### src/rtl/rr_pkt_arb.sv
// rr_pkt_arb: round-robin packet arbiter merging N_SRC AXI-Stream sources into one stream through a 2-entry FIFO.
// Optional feature: define RR_PKT_ARB_PKTCNT_EN to add the 16-bit pkt_cnt output.

module rr_pkt_arb #(
   parameter int DATA_WIDTH = 64,
   parameter int N_SRC      = 4
) (
   input  logic                        clk,
   input  logic                        rst,
   input  logic [N_SRC*DATA_WIDTH-1:0] src_TDATA,
   input  logic [N_SRC-1:0]            src_TVALID,
   output logic [N_SRC-1:0]            src_TREADY,
   input  logic [N_SRC-1:0]            src_TLAST,
   output logic [DATA_WIDTH-1:0]       res_TDATA,
   output logic                        res_TVALID,
   input  logic                        res_TREADY,
   output logic                        res_TLAST,
   output logic [2:0]                  grant,
   output logic                        locked
`ifdef RR_PKT_ARB_PKTCNT_EN
   ,
   output logic [15:0]                 pkt_cnt
`endif
);

   typedef enum logic {IDLE, LOCKED} state_t;

   typedef struct packed {
      logic [DATA_WIDTH-1:0] data;
      logic                  last;
   } flit_t;

   state_t                state;
   logic [2:0]            ptr;
   logic [2:0]            next_sel;
   logic [2:0]            cand;

   // Sources padded to 8 so the 3-bit grant indexes them without width games.
   logic [7:0]            valid_pad;
   logic [7:0]            last_pad;
   logic [DATA_WIDTH-1:0] src_data [8];

   flit_t                 mem [2];
   logic                  wr_ptr;
   logic                  rd_ptr;
   logic [1:0]            count;
   logic                  full;
   logic                  push;
   logic                  pop;

   assign valid_pad = 8'(src_TVALID);
   assign last_pad  = 8'(src_TLAST);

   for (genvar i = 0; i < 8; i++) begin : g_src
      if (i < N_SRC) begin : g_used
         assign src_data[i] = src_TDATA[i*DATA_WIDTH +: DATA_WIDTH];
      end else begin : g_unused
         assign src_data[i] = '0;
      end
   end

   // Scanning from the farthest offset down leaves the nearest valid source after ptr.
   always_comb begin
      // NOTE: every always_comb output gets a default first so no path can infer a latch.
      next_sel = '0;
      cand     = '0;
      for (int k = N_SRC; k >= 1; k--) begin
         cand = 3'((int'(ptr) + k) % N_SRC);
         if (valid_pad[cand]) next_sel = cand;
      end
   end

   assign full       = (count == 2'd2);
   assign res_TVALID = (count != 2'd0);
   assign push       = (state == LOCKED) && valid_pad[grant] && !full;
   assign pop        = res_TVALID && res_TREADY;
   assign res_TDATA  = res_TVALID ? mem[rd_ptr].data : '0;
   assign res_TLAST  = res_TVALID && mem[rd_ptr].last;

   always_comb begin
      src_TREADY = '0;
      for (int i = 0; i < N_SRC; i++) begin
         src_TREADY[i] = (state == LOCKED) && (grant == 3'(i)) && !full;
      end
   end

   always_ff @(posedge clk or negedge rst) begin
      // NOTE: sequential state uses non-blocking assignments so every flop samples pre-edge values.
      if (!rst) begin
         state  <= IDLE;
         ptr    <= 3'(N_SRC - 1);
         grant  <= '0;
         locked <= 1'b0;
      end else begin
         case (state)
            IDLE: begin
               if (|src_TVALID) begin
                  grant  <= next_sel;
                  state  <= LOCKED;
                  locked <= 1'b1;
               end
            end
            LOCKED: begin
               if (push && last_pad[grant]) begin
                  ptr    <= grant;
                  state  <= IDLE;
                  locked <= 1'b0;
               end
            end
         endcase
      end
   end

   always_ff @(posedge clk or negedge rst) begin
      if (!rst) begin
         wr_ptr <= 1'b0;
         rd_ptr <= 1'b0;
         count  <= 2'd0;
      end else begin
         if (push) wr_ptr <= ~wr_ptr;
         if (pop)  rd_ptr <= ~rd_ptr;
         case ({push, pop})
            2'b10:   count <= count + 2'd1;
            2'b01:   count <= count - 2'd1;
            default: count <= count;
         endcase
      end
   end

   // NOTE: FIFO storage is deliberately not reset; clearing count discards its contents and outputs are gated by it.
   always_ff @(posedge clk) begin
      if (push) mem[wr_ptr] <= '{data: src_data[grant], last: last_pad[grant]};
   end

`ifdef RR_PKT_ARB_PKTCNT_EN
   always_ff @(posedge clk or negedge rst) begin
      if (!rst) begin
         pkt_cnt <= '0;
      end else if (pop && res_TLAST) begin
         pkt_cnt <= pkt_cnt + 16'd1;
      end
   end
`endif

endmodule

### config.mk
export PLATFORM = sky130hd
export DESIGN_NAME = rr_pkt_arb
export DESIGN_NICKNAME = d
export VERILOG_FILES = /design/src/rtl/rr_pkt_arb.sv
export SDC_FILE = /design/constraint.sdc
export NUM_CORES = 1
export LEC_CHECK = 0
export ABC_AREA = 1
export BUFFER_PORTS_ARGS = -buffer_cell sky130_fd_sc_hd__buf_2
export CORE_UTILIZATION = 42
export DETAILED_ROUTE_END_ITERATION = 8
export GPL_ROUTABILITY_DRIVEN = 0
export PLACE_DENSITY = 0.73
export SETUP_SLACK_MARGIN = 0.05
export SYNTH_ARGS = -nofsm -noshare
export SYNTH_HDL_FRONTEND = slang
export SYNTH_SLANG_ARGS = --single-unit
### constraint.sdc
create_clock -name clk -period 3.9 [get_ports clk]
set_clock_uncertainty 0.05 [all_clocks]
set_input_delay 0.39 -clock clk [delete_from_list [all_inputs] [get_ports clk]]
set_output_delay 0.39 -clock clk [all_outputs]
set_load 0.02 [all_outputs]
==> metrics.md <==
| Metric | Value |
|---|---|
| Buffers on Ports | 339 |
| Via/cell ratio | 5.24 |
| Global route total overflow | 0 |
| Hold slack | 0.217 ns |
| Power Density | 917 nW/um^2 |
| Fin Setup TNS | 0 ns |
| Largest net degree at the start of global routing | 67 |
| Syn_area_per_cell | 9.86 sq um |
| P&R area growth vs syn | 33.6% |
| CP arrival | 2.29 ns |
| Slew margin rel. | 22.8% |
| DIE AREA | 17400 sq um |
| Initial Utilization | 42.8% |
| Clock Latency Late Sink | 0.42 ns |
| First-pass GRT wire length | 32.0 mm |
| Synth warn | 0 |
| Final nets | 1302 |
| Startpoint types | register |
| Final Hold Vio Count | 0 |
| Clk root buf | clkbuf_16 |
| Die Wd | 132 microns |
| Height of the die | 132 microns |
| First drt pass iteration count | 5 |
| RSZ-0062 raised after global routing | no |
| Crit Path Category | reg -> out |
| Final count of negative-setup-slack endpoints | 0 |
| Post-Syn Instances | 717 |
| Filler cells | 1453 |
| Worst endpoint required time | 3.46 ns |
| R2r setup slk | 1.68 ns |
| Post_cts resized | 0 |
| Longest Clk Path Bufs | 2 |
| LEAKAGE | 4.26 nW |
| Register area share after synthesis | 58.8% |
| Via Count | 6633 |
| Setup crit end kind | output port |
| Synthesized cell area | 7070 sq um |
| Worst r2r path cells | 8 |
| Number of CTS-inserted buffers | 17 |
| Core Region | 16500 sq um |
| Hold Path Class | in -> reg |
| Syn nets | 985 |
| Maximum vdd ir drop | 0.000472 V |
| Commonest cells after routing, fill and taps aside | buf_2 (339), nand2_1 (267), edfxtp_1 (130) |
| Gr usage total | 23.7% |
| Sink Count | 140 |
| Overall power | 0.00866 W |
| DRC | 0 |
| Max-cap violations | 0 |
| Unique masters post-synth | 27 |
| Antenna diodes | 0 |
| Routed WL per cell | 16.2 microns |
| Initial antenna violation count | 0 |
| Post-layout instance area | 9450 sq um |
| Slew Viols, Final | 0 |
| Most common cell after layout, fill and taps aside | buf_2 |
| Fin crit share | 69.9% |
| Status | finished clean |
| Fin crit period | 2.73 ns |
| Seq cells post-synth | 140 |
| Hpwl dp | 13.8 mm |
| Placed Instance Area | 8810 sq um |
| Fmax | 367 MHz |
| Vias in the first global route | 6346 |
| H-tree depth | 4 |
| Layout cell share with drive strength beyond 1 | 37.4% |
| Row count | 47 |
| DRT Wirelength | 20.5 mm |
| Detail Route Antenna Nets | 0 |
| Boundary Pins | 341 |
| Finished Core Util | 57.2% |
| CTS tree | built |
| Slew @ Worst Pin | 1.16 ns |
| CP max FO | 40 |
| 1st-iter DRT viols | 471 |
| Clock slew at reported path FFs | 0.06 ns |
| Hold Crit Depth | 3 |
-- area by class of cell --
cell class / count / area, sq um / area share (%)
Sequential cell: 140 / 4160 / 44.0
Clock inverter: 14 / 200 / 2.12
Clock buffer: 18 / 429 / 4.54
Multi-Input combinational cell: 506 / 2530 / 26.8
Inverter: 19 / 71.3 / 0.755
Tap cell: 220 / 275 / 2.91
Timing Repair Buffer: 350 / 1780 / 18.9
-- cell usage after synthesis --
library cell / n / area share (%)
inv_1: 19 / 1.0
buf_1: 5 / 0.27
xor2_1: 1 / 0.12
buf_6: 14 / 2.2
nor3_1: 5 / 0.35
nand2_2: 2 / 0.18
buf_4: 6 / 0.64
nand2_1: 267 / 14
o21ai_1: 2 / 0.14
clkbuf_1: 9 / 0.48
edfxtp_1: 130 / 55
nand3_1: 30 / 2.1
conb_1: 1 / 0.053
dfrtp_1: 8 / 2.8
xnor2_1: 2 / 0.25
nor2_2: 2 / 0.18
nand3_2: 1 / 0.14
nand4_1: 1 / 0.089
nor2_4: 1 / 0.16
a22oi_1: 105 / 11
o21ai_0: 5 / 0.35
a21oi_1: 70 / 5.0
buf_2: 18 / 1.3
nor2_1: 9 / 0.48
nand3_4: 1 / 0.25
dfstp_2: 2 / 0.74
ha_1: 1 / 0.18
-- cell families after synthesis --
group                    Yosys count  share of synthesized area, %
adder cells (fa/ha/maj)            1                         0.177
other                              1                        0.0530
buffers and inverters             71                          5.89
flip-flops                       140                          58.8
AO/OA/AOI/OAI                    182                          16.6
AND/OR/NAND/NOR                  319                          18.1
XOR/XNOR                           3                         0.372
-- metrics by stage --
stage	worst slack, ns	instances
after floorplan	0.632	717
after global placement	1.63	1234
after detailed placement	1.63	1234
after CTS	1.16	1267
after global routing	1.03	1267
final	1.17	1267
-- repair_timing --
| action | 4_1_cts | 5_1_grt |
|---|---|---|
| endpoints found under the hold margin | 8 | 0 |
| hold buffers | 1 | 0 |
| buffers inserted | 0 | 0 |
-- routing by layer --
layer | vias to the layer above | global-route usage [%] | routed length, microns
met1 | 3112 | 28.7 | 8310
li1 | 3194 | - | -
met5 | - | 0 | 0
met3 | 29 | 4.73 | 1290
met4 | 0 | 9.17 | 357
met2 | 298 | 41.5 | 10500
-- sequential cells by signal (all words and copies together) (netlist names) --
name and cells:
grant 2, wr_ptr 1, locked 1, count 2, state 1, rd_ptr 1
mem 130, ptr 2
-- critical path, cell delays in order (launching register included) --
cell	delay (ns)
dfrtp_1	0.45
nor2_4	0.57
buf_4	0.54
a21oi_1	0.11
buf_2	0.19
-- final timing paths --
kind	from	end
worst max-delay path	count[0]	res_TDATA[33]
worst min-delay path	src_TDATA[189]	mem[0][62]
min in group asynchronous	rst	grant[0]
max in group asynchronous	rst	ptr[1]
worst min register to register	state	state
worst max register to register	grant[0]	state
-- power by group --
| group | internal, W | total, W | leakage, nW | switching (W) |
|---|---|---|---|---|
| combinational | 0.00124 | 0.00418 | 2.65 | 0.00294 |
| sequential | 0.00258 | 0.00278 | 1.31 | 0.000201 |
| clock | 0.00112 | 0.00171 | 0.302 | 0.000586 |
(Power assumes the default switching activity.)
